==> src/rtl/fill_valve_arbiter_pkg.sv <==
// Shared types and default constants for the fill-valve arbiter and related
// shared-resource arbiters.
package fill_valve_arbiter_pkg;

  localparam int unsigned DEF_N_MACH   = 4;
  localparam int unsigned DEF_MAX_HOLD = 16;
  localparam int unsigned DEF_GAP      = 2;

  localparam int unsigned OWNER_W = 3;
  localparam int unsigned HOLD_W  = 6;
  localparam int unsigned GAP_W   = 4;

  typedef enum logic [1:0] {
    IDLE,
    HOLD,
    STALL,
    SETTLE
  } fv_state_e;

endpackage

==> src/rtl/fill_valve_arbiter_rr_pick.sv <==
// Combinational round-robin selector: first set request at or after ptr,
// wrapping. Shared with other resource arbiters.
module rr_pick #(
  parameter int unsigned N = 4,
  parameter int unsigned W = 3
) (
  input  logic [N-1:0] req,
  input  logic [W-1:0] ptr,
  output logic [W-1:0] idx,
  output logic         valid
);

  // Two passes avoid modulo arithmetic: upper segment from ptr, then wrap.
  always_comb begin
    idx   = '0;
    valid = 1'b0;
    for (int unsigned i = 0; i < N; i++) begin
      if (!valid && req[i] && (32'(ptr) <= i)) begin
        idx   = W'(i);
        valid = 1'b1;
      end
    end
    for (int unsigned i = 0; i < N; i++) begin
      if (!valid && req[i]) begin
        idx   = W'(i);
        valid = 1'b1;
      end
    end
  end

endmodule

==> src/rtl/fill_valve_arbiter.sv <==
// Round-robin owner of the shared mains inlet valve with hold limit, settle
// gap and supply-loss stall. Define FILL_STATS_EN for per-machine grant counters.
// The per-machine release input is named rel because release is reserved.
module fill_valve_arbiter
  import fill_valve_arbiter_pkg::*;
#(
  parameter int unsigned N_MACH   = DEF_N_MACH,
  parameter int unsigned MAX_HOLD = DEF_MAX_HOLD,
  parameter int unsigned GAP      = DEF_GAP
) (
  input  logic                  clk,
  input  logic                  reset,
  input  logic [N_MACH-1:0]     req,
  input  logic [N_MACH-1:0]     rel,
  input  logic                  supply_ok,
  output logic [N_MACH-1:0]     grant,
  output logic                  valve_open,
  output logic [N_MACH-1:0]     preempt,
  output logic [OWNER_W-1:0]    owner_id,
  output logic                  busy,
  output logic [8*N_MACH-1:0]   grant_count
);

  fv_state_e           state, state_nx;
  logic [OWNER_W-1:0]  rr_ptr, rr_ptr_nx;
  logic [OWNER_W-1:0]  owner_nx;
  logic [HOLD_W-1:0]   hold_cnt, hold_cnt_nx;
  logic [GAP_W-1:0]    gap_cnt, gap_cnt_nx;
  logic [N_MACH-1:0]   grant_nx, preempt_nx;
  logic                valve_nx, busy_nx;
  logic [OWNER_W-1:0]  win_idx;
  logic                win_valid;
  logic                owner_done;
  logic                go_settle;

  rr_pick #(
    .N (N_MACH),
    .W (OWNER_W)
  ) u_pick (
    .req   (req),
    .ptr   (rr_ptr),
    .idx   (win_idx),
    .valid (win_valid)
  );

  // grant is one-hot on the owner while HOLD/STALL, so masking selects its bits
  assign owner_done = |((rel | ~req) & grant);

  always_comb begin
    state_nx    = state;
    grant_nx    = grant;
    valve_nx    = valve_open;
    preempt_nx  = '0;
    owner_nx    = owner_id;
    rr_ptr_nx   = rr_ptr;
    hold_cnt_nx = hold_cnt;
    gap_cnt_nx  = gap_cnt;
    go_settle   = 1'b0;

    unique case (state)
      IDLE: begin
        if (win_valid && supply_ok) begin
          state_nx    = HOLD;
          owner_nx    = win_idx;
          valve_nx    = 1'b1;
          hold_cnt_nx = '0;
          for (int unsigned i = 0; i < N_MACH; i++) begin
            grant_nx[i] = (win_idx == OWNER_W'(i));
          end
        end
      end
      HOLD: begin
        hold_cnt_nx = hold_cnt + HOLD_W'(1);
        if (owner_done) begin
          go_settle = 1'b1;
        end else if (hold_cnt == HOLD_W'(MAX_HOLD - 1)) begin
          go_settle  = 1'b1;
          preempt_nx = grant;
        end else if (!supply_ok) begin
          state_nx = STALL;
          valve_nx = 1'b0;
        end
      end
      STALL: begin
        if (owner_done) begin
          go_settle = 1'b1;
        end else if (supply_ok) begin
          state_nx = HOLD;
          valve_nx = 1'b1;
        end
      end
      SETTLE: begin
        if (gap_cnt == GAP_W'(GAP - 1)) begin
          state_nx = IDLE;
        end else begin
          gap_cnt_nx = gap_cnt + GAP_W'(1);
        end
      end
      default: state_nx = IDLE;
    endcase

    if (go_settle) begin
      state_nx   = SETTLE;
      grant_nx   = '0;
      valve_nx   = 1'b0;
      owner_nx   = '0;
      gap_cnt_nx = '0;
      rr_ptr_nx  = (owner_id == OWNER_W'(N_MACH - 1)) ? '0 : owner_id + OWNER_W'(1);
    end

    busy_nx = (state_nx != IDLE);
  end

  always_ff @(posedge clk or posedge reset) begin
    if (reset) begin
      state      <= IDLE;
      grant      <= '0;
      valve_open <= 1'b0;
      preempt    <= '0;
      owner_id   <= '0;
      busy       <= 1'b0;
      rr_ptr     <= '0;
      hold_cnt   <= '0;
      gap_cnt    <= '0;
    end else begin
      state      <= state_nx;
      grant      <= grant_nx;
      valve_open <= valve_nx;
      preempt    <= preempt_nx;
      owner_id   <= owner_nx;
      busy       <= busy_nx;
      rr_ptr     <= rr_ptr_nx;
      hold_cnt   <= hold_cnt_nx;
      gap_cnt    <= gap_cnt_nx;
    end
  end

`ifdef FILL_STATS_EN
  logic [7:0] stat_cnt [N_MACH];
  logic       grant_issue;

  assign grant_issue = (state == IDLE) && (state_nx == HOLD);

  always_ff @(posedge clk or posedge reset) begin
    if (reset) begin
      for (int unsigned i = 0; i < N_MACH; i++) begin
        stat_cnt[i] <= '0;
      end
    end else if (grant_issue) begin
      for (int unsigned i = 0; i < N_MACH; i++) begin
        if (grant_nx[i] && (stat_cnt[i] != '1)) begin
          stat_cnt[i] <= stat_cnt[i] + 8'd1;
        end
      end
    end
  end

  always_comb begin
    grant_count = '0;
    for (int unsigned i = 0; i < N_MACH; i++) begin
      grant_count[8*i +: 8] = stat_cnt[i];
    end
  end
`else
  assign grant_count = '0;
`endif

  a_grant_onehot : assert property (@(posedge clk) disable iff (reset) $onehot0(grant));
  a_valve_owner  : assert property (@(posedge clk) disable iff (reset) valve_open |-> (grant != '0));

endmodule

==> config.mk <==
export PLATFORM = sky130hd
export DESIGN_NAME = fill_valve_arbiter
export DESIGN_NICKNAME = d
export VERILOG_FILES = /design/src/rtl/fill_valve_arbiter_pkg.sv /design/src/rtl/fill_valve_arbiter_rr_pick.sv /design/src/rtl/fill_valve_arbiter.sv
export SDC_FILE = /design/constraint.sdc
export NUM_CORES = 1
export LEC_CHECK = 0
export ABC_AREA = 1
export CAP_MARGIN = 5
export CORE_MARGIN = 4
export CORE_UTILIZATION = 48
export CTS_BUF_LIST = sky130_fd_sc_hd__clkbuf_2 sky130_fd_sc_hd__clkbuf_4 sky130_fd_sc_hd__clkbuf_8
export CTS_CLUSTER_SIZE = 25
export DETAILED_ROUTE_END_ITERATION = 10
export PLACE_DENSITY_LB_ADDON = 0.25
export SLEW_MARGIN = 25
export SYNTH_ARGS = -nofsm -noshare
export SYNTH_HDL_FRONTEND = slang
export SYNTH_SLANG_ARGS = --single-unit
==> constraint.sdc <==
create_clock -name clk -period 2.3 [get_ports clk]
set_clock_uncertainty 0.15 [all_clocks]
set_input_delay 0.345 -clock clk [delete_from_list [all_inputs] [get_ports clk]]
set_output_delay 0.345 -clock clk [all_outputs]
set_load 0.02 [all_outputs]
Word-level counts from Yosys, hierarchy flattened

Index checks and enable logic that the tools add are counted.

Register bits after elaboration: 28
Bits of input ports: 11
Output and inout port bits: 45
Logic and storage cells: 119

$add $sub $neg: 3
$lt $le $gt $ge: 4
Equality and inequality tests: 17
Multiplexer cells: 51
Bitwise operators: 3
Reduce and logical (&&, ||, !) cells: 32

Operator list:

| cell                                                            | count |
|---|---|
| 2-to-1 mux 4 bit                                                | 9 |
| 2-to-1 mux 2 bit                                                | 14 |
| 2-to-1 mux 1 bit                                                | 19 |
| != test 3 bit (second input constant)                           | 6 |
| logical AND 1 bit                                               | 12 |
| 2-to-1 mux 3 bit                                                | 4 |
| case mux 6 bit (2 select lines)                                 | 1 |
| nonzero test 2 bit                                              | 5 |
| equality test 3 x 2 -> 1 bit (second input constant)            | 3 |
| case mux 2 bit (4 select lines)                                 | 1 |
| logical NOT 1 bit                                               | 7 |
| AND reduction 7 bit                                             | 1 |
| adder 6 x 1 -> 6 bit (second input constant)                    | 1 |
| equality test 6 x 4 -> 1 bit (second input constant)            | 1 |
| less-or-equal comparator 3 x 1 -> 1 bit (second input constant) | 2 |
| less-or-equal comparator 3 x 2 -> 1 bit (second input constant) | 2 |
| 2-to-1 mux 6 bit                                                | 1 |
| AND reduction 2 bit                                             | 3 |
| adder 4 x 1 -> 4 bit (second input constant)                    | 1 |
| bitwise AND 4 bit                                               | 1 |
| equality test 2 bit (second input constant)                     | 2 |
| equality test 4 x 1 -> 1 bit (second input constant)            | 1 |
| != test 2 bit (second input constant)                           | 2 |
| NOT 4 bit                                                       | 1 |
| other kinds (10)                                                | 10 |

Depth between registers and ports, before layout

Depth in word-level cells: 32
Mapped depth: 15
Gate-level depth less buffers: 15

Modules after synthesis

From an unflattened synthesis, not the netlist that was laid out.

Cells, all modules: 269
Area total of the unflattened synthesis: 2073.2 sq um

Modules (own cells, without submodules):

| module             | instances | cells an instance | area each (sq um) | seq. area each (sq um) |
|---|---|---|---|---|
| fill_valve_arbiter | 1         | 234               | 1893.1            | 700.7 |
| rr_pick            | 1         | 35                | 180.2             | 0.0 |

Worst setup path after synthesis

Ideal clock, no wire load.

Path type: register to register
Start point: register state[1]
End point: register valve_open
Setup time: 0.117 ns
Data arrival time: 1.568 ns
Required time: 2.033 ns
Path slack: 0.465 ns
Stages on the path, launching flop included: 11
Path buffers: 1
Period minus slack after synthesis: 1.835 ns
Path through: dfrtp_1 > inv_1 > ha_1 > clkbuf_1 > inv_1 > a21oi_4 > inv_4 > nand2_1 > nand2_1 > nand2_1 > nand2_1

Word-level cells in the longest chain between the ends: 4
Elaborated cells on any way between the ends: 14
Classes of those cells: eq/ne: 8; mux: 3; reduce/logical: 3

RTL lines:

| item                                                                       | line                      | RTL |
|---|---|---|
| start: declaration                                                         | fill_valve_arbiter.sv:24  | `fv_state_e state, state_nx;` |
| start signal: assignment                                                   | fill_valve_arbiter.sv:126 | `state <= state_nx;` |
| equality test 2 bit / equality test 2 x 1 -> 1 bit (equally long branches) | fill_valve_arbiter.sv:60  | `unique case (state)` |
| case mux 1 bit (2 select lines)                                            | fill_valve_arbiter.sv:60  |  |
| != test 3 bit (no line) / nonzero test 4 bit (equally long branches)       | -                         |  |
| AND reduction 7 bit (no line)                                              | -                         |  |
| end signal: assignment                                                     | fill_valve_arbiter.sv:128 | `valve_open <= valve_nx;` |
| end: declaration                                                           | fill_valve_arbiter.sv:17  | `output logic valve_open,` |

Parallel ways exist; a longest one is shown, timed or not.
A chain may end at the register's enable or synchronous reset.

Final worst setup path

Start point: register state[1]
End point: register hold_cnt[3]

Word-level cells in the longest chain between the ends: 3
Elaborated cells on any way between the ends: 6
Classes of those cells: eq/ne: 2; mux: 1; reduce/logical: 3

RTL lines:

| item                                                                     | line                      | RTL |
|---|---|---|
| equality test 2 x 1 -> 1 bit / logical NOT 2 bit (equally long branches) | fill_valve_arbiter.sv:60  |  |
| nonzero test 2 bit (no line) / != test 2 bit (equally long branches)     | -                         |  |
| AND reduction 2 bit (no line)                                            | -                         |  |
| end signal: assignment                                                   | fill_valve_arbiter.sv:133 | `hold_cnt <= hold_cnt_nx;` |
| end: declaration                                                         | fill_valve_arbiter.sv:27  | `logic [HOLD_W-1:0] hold_cnt, hold_cnt_nx;` |

Parallel ways exist; a longest one is shown, timed or not.

==> flow_summary.toml <==
[run_status]
status = "finished, final reports clean"

[detailed_routing]
drc = 0
ant_nets = 0
viasPerCell = 4.61
routed_wl_um = 3380
wire_per_inst_um = 11.5
vias = 1354
first_pass_iters = 3
drt_iter0_drc = 36

[power_and_ir_drop]
vdd_drop_max_uv = 568
power.density_nw_per_um2 = 1060
power.total_mw = 2.15
p_leak_nw = 1.04

[logic_synthesis]
synth_common_cells = "47 x nand2_1, 33 x buf_4, 28 x inv_1"
synthTopCellsByArea = "dfrtp_1 36%, buf_4 14%, nand2_1 9.8%"
async_flop_share_pct = 100
synth_warnings = 0
synth_top_area_share_pct = 36.1
synthesis.area_um2 = 1800
synthCells = 221
ys_seq_elements = 26
synth_top_area_cell = "dfrtp_1"
syn_avg_cell_area_um2 = 8.15
yosysMostFrequentCell = "nand2_1"
synth.distinct_cells = 35
synth_edf_count = 0
synth_top_flop_cell = "dfrtp_1"
yosysSeqAreaShare_pct = 36.1

[layout]
multi_input_area_um2 = 890
area_delta_synth_final_pct = 12.2
area.sequential_um2 = 651
final.fill_count = 335
antenna_cells = 0
drive_gt1_share_pct = 11.7
nets = 269

[floorplanning]
ios = 56
die_h_um = 69.3
initial_utilization_pct = 51.9
die_w_um = 69.3
core_area_um2 = 3470
dieArea_um2 = 4800
fp-row-count = 21

[clock_network]
cts-root-buf = "clkbuf_8"
cts_tree = "yes"
ctsHoldBuffers = 0
ctsResizeCount = 0
htree_levels = 1
cts_buffer_depth = 2
cts_inserted_buffers = 3
cts.sink_count = 26
cts_setup_buffers = 0
clk_pin_slew_ns = 0.09
clkLatencyLatePin_ns = 0.27

[timing]
rsz0062_at_grt = "false"
period_share_pct = 80.6
finalHoldViolCount = 0
final.setup.tns_ns = 0
setup_violations = 0
maxSlewViolCount = 0
fmax_mhz = 539
period_needed_ns = 1.85

[run]
max_cap_viol_count = 0

[placement]
portBuffers = 22
hpwl_um = 2730
globalplace.congestion = 0.885

[setup_path]
endpoint_kind = "flip-flop"
max_stage_delay_ns = 0.44
path_max_fanout = 11
r2r.worst_path.cells = 7
cp.arrival_ns = 1.86
r2r-start = "state[1]"
reg2reg_slack_ns = 0.45
critPathLaunchType = "flip-flop"
crit_chain = "inv_1, ha_1, inv_1, o21ai_2, nand2_1, xor2_1, nor2_1"
crit_type = "reg -> reg"
cpMostUsedCell = "inv_1"
cp.required_ns = 2.31
slowest_stage = "dfrtp_1"
rr_endpoint = "hold_cnt[3]"

[global_routing]
grt_max_degree = 27
grt_pass1_wl_um = 5730
grt.total_usage_pct = 14.3
grt_remaining_overflow = 0
antenna_found_initial = 0
grt_pass1_vias = 1322

[min_path]
holdCritPathClass = "in -> async"
## layout make-up
class	count	share of cell area, %
sequential	26	32.2
inverter	31	5.88
multi-input combinational	161	44.0
timing repair buffer	26	12.4
tap	46	2.85
clock buffer	4	2.72
## metrics by stage
stage | utilization, % | instances | hold WS (ns) | setup slack, ns | area, um2
2_1_floorplan | - | 253 | 0.235 | 0.465 | 1920
3_3_place_gp | 56.7 | 290 | 0.306 | 0.162 | 1970
3_5_place_dp | 56.7 | 290 | 0.308 | 0.149 | 1970
4_1_cts | 58.3 | 294 | 0.292 | 0.435 | 2020
5_1_grt | 58.3 | 294 | 0.350 | 0.274 | 2020
6_report | 58.3 | 294 | 0.282 | 0.446 | 2020
## critical path: cells and delay by family (launching register included)
family                   cells  cell delay [ns]
buffers and inverters        2             0.24
XOR/XNOR                     1             0.16
AO/OA/AOI/OAI                1             0.42
AND/OR/NAND/NOR              2             0.17
flip-flops                   1             0.44
adder cells (fa/ha/maj)      1             0.17
## cells by family after synthesis
logic type      after synthesis  share of synthesized area, %
xor+xnor                      4                          1.94
simple gates                 89                          25.0
compound gates               26                          9.31
fa+ha+maj                     9                          6.25
flops                        26                          36.1
buf+inv                      66                          21.2
other cells                   1                         0.208
## cells in the final DEF, fill, tap and decap left out, types with 2 or more instances in the layout
| cell type | n |
|---|---|
| nand2_1 | 47 |
| buf_4 | 4 |
| nor2_1 | 9 |
| nand4_1 | 5 |
| o22ai_1 | 4 |
| nand3_1 | 7 |
| dfrtp_1 | 26 |
| nor3_1 | 6 |
| a21oi_2 | 2 |
| o21ai_0 | 10 |
| conb_1 | 33 |
| ha_1 | 9 |
| clkbuf_8 | 4 |
| nand2_2 | 4 |
| clkdlybuf4s50_1 | 22 |
| inv_1 | 28 |
| or2_2 | 2 |
| inv_2 | 2 |
| a21oi_1 | 5 |
| xor2_1 | 4 |
## layer usage
metal	vias to the layer above	routed length (um)	share of wire (%)	track usage (%)
li1	693	-	-	-
met5	-	0	0	0
met2	28	1700	50	26.1
met4	0	40	1.2	3.25
met1	628	1470	44	17.4
met3	5	164	4.9	2.61
## sequential cells by signal, indices dropped and copies added, names as in the netlist
signal and cells:
valve_open 1, hold_cnt 6, grant 4, preempt 4, rr_ptr 2, gap_cnt 4, state 2, owner_id 2
busy 1
## worst max path at each step
| stage | startpoint | to | depth (start not counted) |
|---|---|---|---|
| 4_1_cts | req[2] | grant[2] | 11 |
| 5_1_grt | req[2] | hold_cnt[3] | 8 |
| 2_1_floorplan | state[1] | valve_open | 10 |
| 3_5_place_dp | req[2] | grant[2] | 11 |
| 6_report | state[1] | hold_cnt[3] | 7 |
| 3_3_place_gp | req[2] | hold_cnt[3] | 8 |
## power by group
part	internal, mW	switching (mW)
Combinational	0.420	0.712
Sequential	0.601	0.123
Clock	0.153	0.143
Total	1.17	0.978
No activity file was read; power rests on OpenSTA's default activity.
